**src/rtl/tcp_rx_seq_engine_pkg.sv**
```systemverilog
// ---------------------------------------------------------------------------
// Shared types for the slow-path TCP receive sequence engine.
//
// packet_struct_pkg : parsed TCP header and payload-buffer descriptor.
// tcp_misc_pkg      : flow ID width and the receive-engine FSM state enum.
// tcp_pkg           : per-flow receive state, scheduler command and the
//                     ACK-pending command builder, which the timeout engine
//                     shares.
// ---------------------------------------------------------------------------

package packet_struct_pkg;

  localparam int TCP_SEQ_W      = 32;
  localparam int PAYLOAD_LEN_W  = 16;
  localparam int PAYLOAD_ADDR_W = 32;

  // Bit position of FIN inside tcp_pkt_hdr.flags
  localparam int TCP_FLAG_FIN = 0;

  typedef struct packed {
    logic [15:0]          src_port;
    logic [15:0]          dst_port;
    logic [TCP_SEQ_W-1:0] seq_num;
    logic [TCP_SEQ_W-1:0] ack_num;
    logic [3:0]           raw_data_offset;
    logic [3:0]           reserved;
    logic [7:0]           flags;
    logic [15:0]          win_size;
  } tcp_pkt_hdr;

  typedef struct packed {
    logic [PAYLOAD_ADDR_W-1:0] payload_addr;
    logic [PAYLOAD_LEN_W-1:0]  payload_len;
  } payload_buf_struct;

endpackage

package tcp_misc_pkg;

  localparam int FLOWID_W = 8;

  // Receive sequence engine FSM
  typedef enum logic [2:0] {
    IDLE    = 3'd0,
    RD_REQ  = 3'd1,
    RD_RESP = 3'd2,
    CALC    = 3'd3,
    OUT     = 3'd4
  } rx_seq_state_e;

endpackage

package tcp_pkg;

  import packet_struct_pkg::*;
  import tcp_misc_pkg::*;

  typedef struct packed {
    logic [TCP_SEQ_W-1:0] ack_num;
  } ack_state_struct;

  // Per-flow receive state as held in the state RAM
  typedef struct packed {
    ack_state_struct our_ack_state;
    logic [15:0]     our_win;
  } smol_rx_state_struct;

  typedef struct packed {
    logic [FLOWID_W-1:0] flowid;
    logic                set_ack_pending;
    logic                set_data_pending;
    logic                set_rt_pending;
  } sched_cmd_struct;

  // Command telling the transmit scheduler that an ACK is owed on a flow
  function automatic sched_cmd_struct build_ack_pending_cmd(
    input logic [FLOWID_W-1:0] flowid
  );
    sched_cmd_struct cmd;
    cmd                 = '0;
    cmd.flowid          = flowid;
    cmd.set_ack_pending = 1'b1;
    return cmd;
  endfunction

endpackage

```
**src/rtl/tcp_rx_seq_engine_calc.sv**
```systemverilog
// ---------------------------------------------------------------------------
// tcp_rx_seq_calc: combinational sequence check for one received packet.
//
// Ports:
//   exp_ack      in   expected sequence number (our current ack_num)
//   seq_num      in   sequence number carried by the packet
//   payload_len  in   payload byte count
//   fin          in   FIN flag of the packet
//   in_order     out  packet starts exactly at exp_ack
//   accept       out  in order and consumes sequence space
//   has_adv      out  packet consumes sequence space (payload or FIN)
//   commit       out  accepted and carries payload bytes
//   new_ack      out  exp_ack advanced by the consumed space, mod 2^32
// ---------------------------------------------------------------------------
module tcp_rx_seq_calc
  import packet_struct_pkg::*;
(
  input  logic [TCP_SEQ_W-1:0]     exp_ack,
  input  logic [TCP_SEQ_W-1:0]     seq_num,
  input  logic [PAYLOAD_LEN_W-1:0] payload_len,
  input  logic                     fin,
  output logic                     in_order,
  output logic                     accept,
  output logic                     has_adv,
  output logic                     commit,
  output logic [TCP_SEQ_W-1:0]     new_ack
);

  // FIN occupies one unit of sequence space, so the advance needs one
  // extra bit over the payload length.
  logic [PAYLOAD_LEN_W:0] adv;

  assign adv      = {1'b0, payload_len} + {{PAYLOAD_LEN_W{1'b0}}, fin};
  assign in_order = (seq_num == exp_ack);
  assign has_adv  = (adv != '0);
  assign accept   = in_order && has_adv;
  assign commit   = accept && (payload_len != '0);

  // Plain modular add: advancing past 0xFFFFFFFF wraps naturally
  assign new_ack  = exp_ack + {{(TCP_SEQ_W-PAYLOAD_LEN_W-1){1'b0}}, adv};

endmodule

```
**src/rtl/tcp_rx_seq_engine.sv**
```systemverilog
// ---------------------------------------------------------------------------
// tcp_rx_seq_engine: receive-side sequence/ACK engine.
//
// Takes one parsed TCP header at a time, reads the flow's receive state,
// checks the sequence number against the expected ACK number, then writes
// back the advanced ack_num, commits in-order payload to the receive buffer
// and posts an ACK-pending command to the transmit scheduler.
//
// Ports:
//   clk, rst                         clock, asynchronous active-high reset
//   rx_pkt_hdr_val/_rdy              packet in (flowid, header, payload)
//   rx_pipe_rx_state_rd_req_*        state RAM read request
//   rx_state_rx_pipe_rd_resp_*       state RAM read response
//   rx_pipe_rx_state_wr_req_*        state RAM write (advanced ack_num)
//   rx_sched_update_*                ACK-pending command to the scheduler
//   rx_buf_commit_*                  keep in-order payload in the buffer
//
// Build option:
//   TCP_RX_SEQ_STATS_EN  adds rx_stat_accept_cnt / rx_stat_ooo_cnt, 32-bit
//                        wrapping counters of accepted and out-of-order
//                        packets.
// ---------------------------------------------------------------------------
module tcp_rx_seq_engine
  import packet_struct_pkg::*;
  import tcp_misc_pkg::*;
  import tcp_pkg::*;
(
  input  logic                       clk,
  input  logic                       rst,

  input  logic                       rx_pkt_hdr_val,
  input  logic [FLOWID_W-1:0]        rx_pkt_flowid,
  input  tcp_pkt_hdr                 rx_pkt_hdr,
  input  payload_buf_struct          rx_pkt_payload,
  output logic                       rx_pkt_hdr_rdy,

  output logic                       rx_pipe_rx_state_rd_req_val,
  output logic [FLOWID_W-1:0]        rx_pipe_rx_state_rd_req_addr,
  input  logic                       rx_state_rx_pipe_rd_req_rdy,

  input  logic                       rx_state_rx_pipe_rd_resp_val,
  input  smol_rx_state_struct        rx_state_rx_pipe_rd_resp_data,
  output logic                       rx_pipe_rx_state_rd_resp_rdy,

  output logic                       rx_pipe_rx_state_wr_req_val,
  output logic [FLOWID_W-1:0]        rx_pipe_rx_state_wr_req_addr,
  output smol_rx_state_struct        rx_pipe_rx_state_wr_req_data,
  input  logic                       rx_state_rx_pipe_wr_req_rdy,

  output logic                       rx_sched_update_val,
  output sched_cmd_struct            rx_sched_update_cmd,
  input  logic                       sched_rx_update_rdy,

  output logic                       rx_buf_commit_val,
  output logic [FLOWID_W-1:0]        rx_buf_commit_flowid,
  output payload_buf_struct          rx_buf_commit_payload,
  input  logic                       rx_buf_commit_rdy
`ifdef TCP_RX_SEQ_STATS_EN
  ,
  output logic [31:0]                rx_stat_accept_cnt,
  output logic [31:0]                rx_stat_ooo_cnt
`endif
);

  rx_seq_state_e state;

  logic [FLOWID_W-1:0]  flowid_r;
  logic [TCP_SEQ_W-1:0] seq_r;
  logic                 fin_r;
  payload_buf_struct    payload_r;
  smol_rx_state_struct  rx_state_r;

  logic                 need_wr_r;
  logic                 need_commit_r;
  logic                 need_sched_r;
  logic [TCP_SEQ_W-1:0] new_ack_r;

  logic                 wr_done;
  logic                 commit_done;
  logic                 sched_done;

  logic                 calc_in_order;
  logic                 calc_accept;
  logic                 calc_has_adv;
  logic                 calc_commit;
  logic [TCP_SEQ_W-1:0] calc_new_ack;

  logic                 wr_fire;
  logic                 commit_fire;
  logic                 sched_fire;
  logic                 all_done;

  // Header fields beyond seq/FIN are parsed upstream but not needed here
  logic                 unused_ok;
  assign unused_ok = &{1'b0, rx_pkt_hdr, calc_in_order};

  tcp_rx_seq_calc u_calc (
    .exp_ack     (rx_state_r.our_ack_state.ack_num),
    .seq_num     (seq_r),
    .payload_len (payload_r.payload_len),
    .fin         (fin_r),
    .in_order    (calc_in_order),
    .accept      (calc_accept),
    .has_adv     (calc_has_adv),
    .commit      (calc_commit),
    .new_ack     (calc_new_ack)
  );

  // Every valid comes from registered state only, so nothing here loops
  // back combinationally through a partner's ready.
  assign rx_pkt_hdr_rdy               = (state == IDLE);
  assign rx_pipe_rx_state_rd_req_val  = (state == RD_REQ);
  assign rx_pipe_rx_state_rd_req_addr = flowid_r;
  assign rx_pipe_rx_state_rd_resp_rdy = (state == RD_RESP);

  assign rx_pipe_rx_state_wr_req_val  = (state == OUT) && need_wr_r     && !wr_done;
  assign rx_buf_commit_val            = (state == OUT) && need_commit_r && !commit_done;
  assign rx_sched_update_val          = (state == OUT) && need_sched_r  && !sched_done;

  assign rx_pipe_rx_state_wr_req_addr = flowid_r;
  assign rx_buf_commit_flowid         = flowid_r;
  assign rx_buf_commit_payload        = payload_r;
  assign rx_sched_update_cmd          = build_ack_pending_cmd(flowid_r);

  // Write-back is the state read earlier with only ack_num replaced
  always_comb begin
    rx_pipe_rx_state_wr_req_data                       = rx_state_r;
    rx_pipe_rx_state_wr_req_data.our_ack_state.ack_num = new_ack_r;
  end

  assign wr_fire     = rx_pipe_rx_state_wr_req_val && rx_state_rx_pipe_wr_req_rdy;
  assign commit_fire = rx_buf_commit_val && rx_buf_commit_rdy;
  assign sched_fire  = rx_sched_update_val && sched_rx_update_rdy;

  // An output counts as finished if it was never needed, already went out,
  // or is handshaking right now; that lets a pure ACK leave OUT at once.
  assign all_done = (!need_wr_r     || wr_done     || wr_fire)     &&
                    (!need_commit_r || commit_done || commit_fire) &&
                    (!need_sched_r  || sched_done  || sched_fire);

  // Packet FSM: capture, read state, compute, then drain the three outputs
  // with one sticky done bit each. Reset drops any packet in flight.
  always_ff @(posedge clk or posedge rst) begin
    if (rst) begin
      state         <= IDLE;
      flowid_r      <= '0;
      seq_r         <= '0;
      fin_r         <= 1'b0;
      payload_r     <= '0;
      rx_state_r    <= '0;
      need_wr_r     <= 1'b0;
      need_commit_r <= 1'b0;
      need_sched_r  <= 1'b0;
      new_ack_r     <= '0;
      wr_done       <= 1'b0;
      commit_done   <= 1'b0;
      sched_done    <= 1'b0;
    end else begin
      case (state)
        IDLE: begin
          if (rx_pkt_hdr_val) begin
            flowid_r  <= rx_pkt_flowid;
            seq_r     <= rx_pkt_hdr.seq_num;
            fin_r     <= rx_pkt_hdr.flags[TCP_FLAG_FIN];
            payload_r <= rx_pkt_payload;
            state     <= RD_REQ;
          end
        end
        RD_REQ: begin
          if (rx_state_rx_pipe_rd_req_rdy) begin
            state <= RD_RESP;
          end
        end
        RD_RESP: begin
          if (rx_state_rx_pipe_rd_resp_val) begin
            rx_state_r <= rx_state_rx_pipe_rd_resp_data;
            state      <= CALC;
          end
        end
        CALC: begin
          need_wr_r     <= calc_accept;
          need_commit_r <= calc_commit;
          need_sched_r  <= calc_has_adv;
          new_ack_r     <= calc_new_ack;
          wr_done       <= 1'b0;
          commit_done   <= 1'b0;
          sched_done    <= 1'b0;
          state         <= OUT;
        end
        OUT: begin
          if (all_done) begin
            wr_done     <= 1'b0;
            commit_done <= 1'b0;
            sched_done  <= 1'b0;
            state       <= IDLE;
          end else begin
            if (wr_fire)     wr_done     <= 1'b1;
            if (commit_fire) commit_done <= 1'b1;
            if (sched_fire)  sched_done  <= 1'b1;
          end
        end
        default: state <= IDLE;
      endcase
    end
  end

`ifdef TCP_RX_SEQ_STATS_EN
  // Statistics are sampled on the single CALC cycle of each packet
  always_ff @(posedge clk or posedge rst) begin
    if (rst) begin
      rx_stat_accept_cnt <= '0;
      rx_stat_ooo_cnt    <= '0;
    end else if (state == CALC) begin
      if (calc_accept)    rx_stat_accept_cnt <= rx_stat_accept_cnt + 32'd1;
      if (!calc_in_order) rx_stat_ooo_cnt    <= rx_stat_ooo_cnt + 32'd1;
    end
  end
`endif

endmodule

```
**config.mk**
```make
export PLATFORM = sky130hd
export DESIGN_NAME = tcp_rx_seq_engine
export DESIGN_NICKNAME = d
export VERILOG_FILES = /design/src/rtl/tcp_rx_seq_engine_pkg.sv /design/src/rtl/tcp_rx_seq_engine_calc.sv /design/src/rtl/tcp_rx_seq_engine.sv
export SDC_FILE = /design/constraint.sdc
export NUM_CORES = 1
export LEC_CHECK = 0
export BUFFER_PORTS_ARGS = -buffer_cell sky130_fd_sc_hd__buf_4
export CELL_PAD_IN_SITES_DETAIL_PLACEMENT = 0
export CELL_PAD_IN_SITES_GLOBAL_PLACEMENT = 1
export CORE_ASPECT_RATIO = 0.7
export CORE_MARGIN = 2
export CORE_UTILIZATION = 40
export DETAILED_ROUTE_END_ITERATION = 16
export GPL_TIMING_DRIVEN = 0
export HOLD_SLACK_MARGIN = 0.1
export PLACE_DENSITY = 0.95
export SETUP_SLACK_MARGIN = 0.02
export SYNTH_ARGS = -nofsm -noshare
export SYNTH_HDL_FRONTEND = slang
export SYNTH_SLANG_ARGS = --single-unit
```
**constraint.sdc**
```tcl
create_clock -name clk -period 14.1 [get_ports clk]
set_input_delay 2.82 -clock clk [delete_from_list [all_inputs] [get_ports clk]]
set_output_delay 2.82 -clock clk [all_outputs]
set_load 0.1 [all_outputs]
```
==> results of run 1 <==
[Yosys cell counts (all sizes together) (7+ instances only)]
| master | count |
|---|---|
| xnor2 | 48 |
| a21o | 12 |
| nand4 | 11 |
| a31oi | 10 |
| clkbuf | 12 |
| nand2 | 61 |
| nor3 | 8 |
| nand3 | 14 |
| xor2 | 31 |
| ha | 20 |
| buf | 68 |
| nor4 | 7 |
| dfrtp | 178 |
| a21oi | 23 |
| o21ai | 39 |
| mux2 | 140 |
| nor2 | 28 |
[flip-flops by register name, indices dropped and copies added, names as in the netlist]
name,flops
commit_done,1
fin_r,1
need_commit_r,1
need_sched_r,1
need_wr_r,1
new_ack_r,32
rx_buf_commit_flowid,8
rx_buf_commit_payload,48
rx_pipe_rx_state_wr_req_data,16
rx_state_r,32
sched_done,1
seq_r,32
state,3
wr_done,1
[worst max-delay path, stage by stage, from the launching register on]
cell	delay, ns
sky130_fd_sc_hd__dfrtp_1	0.36
sky130_fd_sc_hd__clkbuf_1	0.18
sky130_fd_sc_hd__nor2_1	0.15
sky130_fd_sc_hd__and2_1	0.13
sky130_fd_sc_hd__clkbuf_1	0.22
sky130_fd_sc_hd__nand2_1	0.08
sky130_fd_sc_hd__nor2_1	0.09
sky130_fd_sc_hd__buf_4	0.30
[layer usage]
layer	up-vias	routed length, microns
li1	3266	-
met1	3339	11000
met2	213	11600
met3	17	2080
met4	0	252
met5	-	0
[how the worst max path moves through the flow]
stage / endpoint / cells past startpoint
2_1_floorplan: commit_done / 1
3_3_place_gp: state[1] / 2
3_5_place_dp: rx_buf_commit_flowid[6] / 6
4_1_cts: rx_pipe_rx_state_wr_req_val / 7
5_1_grt: rx_pipe_rx_state_wr_req_val / 7
6_report: rx_pipe_rx_state_wr_req_val / 7
[area by class of cell]
| cell class | count | area (sq um) |
|---|---|---|
| clock inverters | 15 | 204 |
| plain buffers | 82 | 529 |
| well taps | 282 | 353 |
| inverters | 4 | 22.5 |
| multi-input cells | 507 | 4030 |
| fillers | 1924 | 9770 |
| clock buffers | 17 | 425 |
| flip-flops and latches | 178 | 4450 |
| repair buffers | 279 | 2110 |
[metrics by stage]
step / cells / utilization (%) / hold WS (ns) / setup WS [ns] / area [sq um]
4_1_cts: 1364 / 55.4 / 0.492 / 9.33 / 12100
2_1_floorplan: 771 / - / 0.454 / 6.45 / 9030
5_1_grt: 1364 / 55.4 / 0.527 / 9.13 / 12100
6_report: 1364 / 55.4 / 0.484 / 9.35 / 12100
3_3_place_gp: 1331 / 52.4 / 0.467 / 4.38 / 11500
3_5_place_dp: 1332 / 52.5 / 0.476 / 9.53 / 11500
[logic make-up (layout without fill, tap and decap cells)]
logic type / count (synthesis) / count (layout) / synth area share, %
other: 2 / 3 / 0.0832
multiplexers: 142 / 142 / 17.7
buffers and inverters: 86 / 397 / 6.03
XOR/XNOR: 79 / 79 / 7.67
AO/OA/AOI/OAI: 110 / 110 / 7.81
flip-flops: 178 / 178 / 49.4
adder cells (fa/ha/maj): 21 / 21 / 3.00
AND/OR/NAND/NOR: 152 / 152 / 8.35
[cells in the final DEF (no fill, tap or decap), types with 21 or more instances in the layout]
cell and instances:
sky130_fd_sc_hd__a21oi_1 23, sky130_fd_sc_hd__xnor2_1 48, sky130_fd_sc_hd__dfrtp_1 178, sky130_fd_sc_hd__o21ai_0 29, sky130_fd_sc_hd__nand2_1 60, sky130_fd_sc_hd__nor2_1 26
sky130_fd_sc_hd__buf_2 21, sky130_fd_sc_hd__buf_4 323, sky130_fd_sc_hd__xor2_1 31, sky130_fd_sc_hd__mux2_2 140
==> reports/metrics.json, run 1 <==
{
  "grt_start_max_net_pins": {"value": 129},
  "total_negative_slack_for_setup_checks": {"value": 0, "unit": "ns"},
  "cap_violations": {"value": 0},
  "post-synth-top-area-fraction": {"value": 49.4, "unit": "%"},
  "cts_tree": {"value": "done"},
  "grt_pass1_vias": {"value": 7113},
  "status": {"value": "finished clean"},
  "timing.critical_path.from": {"value": "state[1]"},
  "gp_routability_congestion": {"value": 0.844},
  "io_buffers": {"value": 278},
  "timing_worst_setup_path_type": {"value": "flop to output port"},
  "clock_tree.root_cell": {"value": "sky130_fd_sc_hd__clkbuf_16"},
  "synth.yosys.warnings": {"value": 0},
  "layout-drive-gt1-share": {"value": 49.8, "unit": "%"},
  "post_cts.resized_instances": {"value": 0},
  "grt_busiest_layer": {"value": "met2"},
  "reg2reg_from": {"value": "fin_r"},
  "netlist_top_cells_area": {"value": "sky130_fd_sc_hd__dfrtp_1 49%, sky130_fd_sc_hd__mux2_2 17%, sky130_fd_sc_hd__xnor2_1 4.7%, sky130_fd_sc_hd__buf_4 3.7%, sky130_fd_sc_hd__xor2_1 3.0%"},
  "worstReg2RegEnd": {"value": "new_ack_r[24]"},
  "finalHoldViolations": {"value": 0},
  "syn-cell-area": {"value": 9020, "unit": "sq um"},
  "cts.path.max_buffers": {"value": 2},
  "cts_max_level": {"value": 4},
  "vias": {"value": 6835},
  "worst-endpoint-required": {"value": 11.28, "unit": "ns"},
  "insertion_delay_of_the_later_clocked_pin_in_the_worst_skew_pair": {"value": 0.44, "unit": "ns"},
  "drtIter0Drc": {"value": 310},
  "ys_async_rst_share": {"value": 100, "unit": "%"},
  "seq_area_frac_synth": {"value": 49.4, "unit": "%"},
  "final_hpwl_dp": {"value": 19.6, "unit": "mm"},
  "worst_hold_path.num_cells": {"value": 2},
  "area_of_the_placeable_core": {"value": 21900, "unit": "sq um"},
  "synth.distinct_cells": {"value": 70},
  "finalCriticalPeriod": {"value": 4.75, "unit": "ns"},
  "dieWidth": {"value": 184, "unit": "microns"},
  "synth_edf_count": {"value": 0},
  "gr-usage-met2": {"value": 34.9, "unit": "%"},
  "dieHeight": {"value": 130, "unit": "microns"},
  "maxSlewViolCount": {"value": 0},
  "syn_inst": {"value": 770},
  "floorplan.initialDensity": {"value": 41.2, "unit": "%"},
  "post_drt_via_cell_ratio": {"value": 5.01},
  "yosys_register_bits": {"value": 178},
  "critPathMaxFanout": {"value": 8},
  "rr_worst_depth": {"value": 15},
  "synthFlopType": {"value": "sky130_fd_sc_hd__dfrtp_1"},
  "gr-total-overflow": {"value": 0},
  "synth_area_per_cell": {"value": 11.7, "unit": "sq um"},
  "remaining_drc_errors": {"value": 0},
  "synth_area_leader": {"value": "sky130_fd_sc_hd__dfrtp_1"},
  "hp-class": {"value": "flop to flop"},
  "timing.critical_path.to_type": {"value": "output port"},
  "worst_slew_margin_rel": {"value": 56.5, "unit": "%"},
  "numCtsBuffers": {"value": 17},
  "ios": {"value": 377},
  "setup_viol_count_final": {"value": 0},
  "floorplan.die_area": {"value": 23800, "unit": "sq um"},
  "min-delay-start": {"value": "new_ack_r[13]"},
  "count_of_inserted_antenna_diode_cells": {"value": 0},
  "routedWlPerCell": {"value": 18.3, "unit": "microns"},
  "layout.nets": {"value": 1330},
  "globalRouteMet3Util": {"value": 6.72, "unit": "%"},
  "std_cell_rows": {"value": 45},
  "drt_wl_total": {"value": 25.0, "unit": "mm"},
  "grt_util_met1": {"value": 28.8, "unit": "%"},
  "reg2reg_slack": {"value": 10.42, "unit": "ns"},
  "crit_arrival": {"value": 1.93, "unit": "ns"},
  "tightest_slew": {"value": 0.649, "unit": "ns"},
  "postCtsSetupBuffers": {"value": 0},
  "grtUsageTotal": {"value": 21.6, "unit": "%"},
  "timing.fmax": {"value": 0.211, "unit": "GHz"},
  "antenna_found_initial": {"value": 0},
  "min_delay_worst_endpoint": {"value": "new_ack_r[13]"},
  "clock-sinks": {"value": 178},
  "worst_clock_skew": {"value": 0.0106, "unit": "ns"},
  "ant_nets": {"value": 0},
  "period_share": {"value": 33.7, "unit": "%"},
  "drt-pass1-iter-count": {"value": 4},
  "cts-hold-fix-buffers": {"value": 0},
  "clkSlewWorstSetupHoldPaths": {"value": 0.07, "unit": "ns"},
  "first_pass_grt_wire_length": {"value": 39.0, "unit": "mm"},
  "syn2layout_area_growth": {"value": 34.4, "unit": "%"},
  "startpoint_kind_of_the_worst_setup_timing_path": {"value": "flop"},
  "rsz0062_at_grt": {"value": "false"}
}
Power of run 1 is not shown: default switching activity piles up to over one toggle a cycle in this logic, so the estimate is an artifact.
==> inputs of run 2 (changes only) <==
--- a/config.mk
+++ b/config.mk
@@ -5,16 +5,17 @@
 export SDC_FILE = /design/constraint.sdc
 export NUM_CORES = 1
 export LEC_CHECK = 0
+export ABC_AREA = 1
 export BUFFER_PORTS_ARGS = -buffer_cell sky130_fd_sc_hd__buf_4
 export CELL_PAD_IN_SITES_DETAIL_PLACEMENT = 0
 export CELL_PAD_IN_SITES_GLOBAL_PLACEMENT = 1
 export CORE_ASPECT_RATIO = 0.7
 export CORE_MARGIN = 2
-export CORE_UTILIZATION = 40
+export CORE_UTILIZATION = 36
 export DETAILED_ROUTE_END_ITERATION = 16
 export GPL_TIMING_DRIVEN = 0
 export HOLD_SLACK_MARGIN = 0.1
-export PLACE_DENSITY = 0.95
+export PLACE_DENSITY = 0.91
 export SETUP_SLACK_MARGIN = 0.02
 export SYNTH_ARGS = -nofsm -noshare
 export SYNTH_HDL_FRONTEND = slang
==> constraint.sdc (replaced) <==
create_clock -name clk -period 4.7 [get_ports clk]
set_input_delay 0.94 -clock clk [delete_from_list [all_inputs] [get_ports clk]]
set_output_delay 0.94 -clock clk [all_outputs]
set_load 0.1 [all_outputs]
==> reports/metrics.json, run 2 <==
{
  "floorplan.die_area": {"value": 27800, "unit": "sq um"},
  "total_negative_slack_for_setup_checks": {"value": 0, "unit": "ns"},
  "placed_cells_incl_taps": {"value": 1663},
  "clock_tree.root_cell": {"value": "sky130_fd_sc_hd__clkbuf_16"},
  "post_cts.resized_instances": {"value": 0},
  "gp_routability_congestion": {"value": 0.890},
  "final_hpwl_dp": {"value": 24.4, "unit": "mm"},
  "synth_area_leader": {"value": "sky130_fd_sc_hd__dfrtp_1"},
  "worst_slew_margin_rel": {"value": 44.8, "unit": "%"},
  "tightest_slew": {"value": 0.827, "unit": "ns"},
  "io_buffers": {"value": 278},
  "rsz0062_at_grt": {"value": "false"},
  "cpLargestDelayFamily": {"value": "simple AND/OR/NAND/NOR gates"},
  "antenna_found_initial": {"value": 2},
  "worst-endpoint-required": {"value": 5.03, "unit": "ns"},
  "finalCriticalPeriod": {"value": 3.21, "unit": "ns"},
  "remaining_drc_errors": {"value": 0},
  "clkSlewWorstSetupHoldPaths": {"value": 0.08, "unit": "ns"},
  "drtIter0Drc": {"value": 479},
  "timing.critical_path.to_type": {"value": "flop"},
  "ys_async_rst_share": {"value": 100, "unit": "%"},
  "ios": {"value": 377},
  "cpMostUsedCell": {"value": "sky130_fd_sc_hd__nand3_1"},
  "startpoint_kind_of_the_worst_setup_timing_path": {"value": "flop"},
  "dieWidth": {"value": 198, "unit": "microns"},
  "cts_tree": {"value": "done"},
  "finalHoldViolations": {"value": 0},
  "post-synth-top-area-fraction": {"value": 46.8, "unit": "%"},
  "area_of_the_placeable_core": {"value": 25800, "unit": "sq um"},
  "globalRouteMet3Util": {"value": 8.26, "unit": "%"},
  "cts_max_level": {"value": 4},
  "setup_viol_count_final": {"value": 0},
  "synth.distinct_cells": {"value": 40},
  "timing.fmax": {"value": 0.311, "unit": "GHz"},
  "crit_slowest_cell": {"value": "sky130_fd_sc_hd__dfrtp_1"},
  "yosys_register_bits": {"value": 178},
  "layout-drive-gt1-share": {"value": 35.3, "unit": "%"},
  "layout.cells.most_common_list": {"value": "322 x sky130_fd_sc_hd__buf_4, 203 x sky130_fd_sc_hd__nand2_1, 178 x sky130_fd_sc_hd__dfrtp_1, 100 x sky130_fd_sc_hd__nor2_1, 86 x sky130_fd_sc_hd__inv_1"},
  "maxSlewViolCount": {"value": 0},
  "netlist_top_cells_area": {"value": "sky130_fd_sc_hd__dfrtp_1 47%, sky130_fd_sc_hd__nand2_1 8.0%, sky130_fd_sc_hd__mux2_2 7.2%, sky130_fd_sc_hd__mux2_1 4.3%, sky130_fd_sc_hd__nor2_1 3.9%"},
  "vias": {"value": 8023},
  "cts.path.max_buffers": {"value": 2},
  "layout.cell_area.non_filler": {"value": 12800, "unit": "sq um"},
  "seq_area_frac_synth": {"value": 46.8, "unit": "%"},
  "std_cell_rows": {"value": 49},
  "yosys-top-cells-count": {"value": "203 x sky130_fd_sc_hd__nand2_1, 178 x sky130_fd_sc_hd__dfrtp_1, 100 x sky130_fd_sc_hd__nor2_1, 87 x sky130_fd_sc_hd__inv_1, 61 x sky130_fd_sc_hd__mux2_2"},
  "grt_pass1_vias": {"value": 8018},
  "cts-hold-fix-buffers": {"value": 0},
  "postPlaceCellArea": {"value": 12100, "unit": "sq um"},
  "insertion_delay_of_the_later_clocked_pin_in_the_worst_skew_pair": {"value": 0.44, "unit": "ns"},
  "synth.yosys.warnings": {"value": 0},
  "grt_util_met1": {"value": 28.6, "unit": "%"},
  "syn-cell-area": {"value": 9520, "unit": "sq um"},
  "routedWlPerCell": {"value": 17.6, "unit": "microns"},
  "grt_start_max_net_pins": {"value": 42},
  "numCtsBuffers": {"value": 17},
  "worst_clock_skew": {"value": 0.0164, "unit": "ns"},
  "postCtsSetupBuffers": {"value": 0},
  "post_drt_via_cell_ratio": {"value": 4.73},
  "largest_register_ff_count": {"value": 48},
  "floorplan.initialDensity": {"value": 36.9, "unit": "%"},
  "synthFlopType": {"value": "sky130_fd_sc_hd__dfrtp_1"},
  "drt_wl_total": {"value": 29.8, "unit": "mm"},
  "first_pass_grt_wire_length": {"value": 45.3, "unit": "mm"},
  "fin_cells": {"value": 1696},
  "timing_worst_setup_path_type": {"value": "flop to flop"},
  "ant_nets": {"value": 0},
  "worst_path_largest_cell_delay": {"value": 0.46, "unit": "ns"},
  "dieHeight": {"value": 140, "unit": "microns"},
  "layout_commonest_cell": {"value": "sky130_fd_sc_hd__buf_4"},
  "grt_busiest_layer": {"value": "met2"},
  "post-synth-top-count-cell": {"value": "sky130_fd_sc_hd__nand2_1"},
  "cap_violations": {"value": 0},
  "grtUsageTotal": {"value": 21.8, "unit": "%"},
  "path_cells": {"value": "ha_1, ha_1, nand3_1, inv_1, nand3_1, xnor2_1, ha_1, a21oi_1, inv_1, nor2_1, nand2_1, nand2_1, nand3_1, or2_2, nand3_1, nand2_1"},
  "synth_edf_count": {"value": 0},
  "gr-usage-met2": {"value": 33.6, "unit": "%"},
  "nFillCells": {"value": 2483},
  "synth_area_per_cell": {"value": 9.31, "unit": "sq um"},
  "layout.nets": {"value": 1586},
  "critical_path.n_buffers_inverters": {"value": 2},
  "critPathMaxFanout": {"value": 5},
  "register_area": {"value": 4450, "unit": "sq um"},
  "crit_arrival": {"value": 3.54, "unit": "ns"},
  "syn_inst": {"value": 1023},
  "period_share": {"value": 68.3, "unit": "%"},
  "syn2layout_area_growth": {"value": 34.0, "unit": "%"},
  "status": {"value": "finished clean"},
  "hp-class": {"value": "flop to flop"},
  "gr-total-overflow": {"value": 0},
  "clock-sinks": {"value": 178},
  "drt-pass1-iter-count": {"value": 7},
  "multi_input_area": {"value": 4200, "unit": "sq um"}
}
## run 2: changes by cell type in the layout (fill, tap and decap cells not counted), moves of 36 or more
| cell | delta |
|---|---|
| sky130_fd_sc_hd__nand2_1 | +143 |
| sky130_fd_sc_hd__inv_1 | +83 |
| sky130_fd_sc_hd__mux2_2 | -79 |
| sky130_fd_sc_hd__nor2_1 | +74 |
| sky130_fd_sc_hd__nand3_1 | +45 |
| sky130_fd_sc_hd__mux2_1 | +36 |
## run 2: layer usage
layer  wire length [microns]  vias up
met5                       0        -
li1                        -     3927
met3                    2600       28
met2                   13400      239
met4                     571        0
met1                   13300     3829
## run 2: area by class of cell
| type | count | share of cell area, % |
|---|---|---|
| multi-input cells | 681 | 32.9 |
| repair buffers | 282 | 17.0 |
| clock buffers | 19 | 3.55 |
| diodes | 2 | 0.0392 |
| flip-flops and latches | 178 | 34.9 |
| well taps | 357 | 3.50 |
| clock inverters | 12 | 1.25 |
| plain buffers | 73 | 4.10 |
| inverters | 92 | 2.74 |
## run 2: kinds of logic after synthesis
logic type                 synth area share [%]
other                                    0.0789
buffers and inverters                      9.12
adders and majority gates                  2.84
AOI/OAI and AO/OA                          4.70
DFF                                        46.8
muxes                                      13.0
xor gates and xnor gates                   4.23
and+or+nand+nor                            19.2
## run 2: final timing paths
check	from	to	slack, ns	cells past startpoint
worst max-delay path	rx_buf_commit_payload[0]	new_ack_r[21]	1.49	16
min in group asynchronous	rst	rx_buf_commit_payload[25]	0.66	2
worst min-delay path	new_ack_r[0]	new_ack_r[0]	0.48	2
worst min register to register	new_ack_r[0]	new_ack_r[0]	0.48	2
worst max register to register	rx_buf_commit_payload[0]	new_ack_r[21]	1.49	16
max in group asynchronous	rst	wr_done	3.07	4
## run 2: worst min-delay path: stages (launching register included)
cell and delay (ns):
sky130_fd_sc_hd__dfrtp_1 0.35, sky130_fd_sc_hd__nand2_1 0.05, sky130_fd_sc_hd__nand2_1 0.05
## run 2: per-stage QoR
step                      hold slack (ns)  util, %  setup WS [ns]
after detailed placement            0.464     47.1           1.51
after global routing                0.511     49.4           1.09
after CTS                           0.483     49.4           1.48
final                               0.479     49.4           1.49
after floorplan                     0.465        -          0.967
after global placement              0.459     46.7          0.281
Power of run 2 is left out for the same reason.
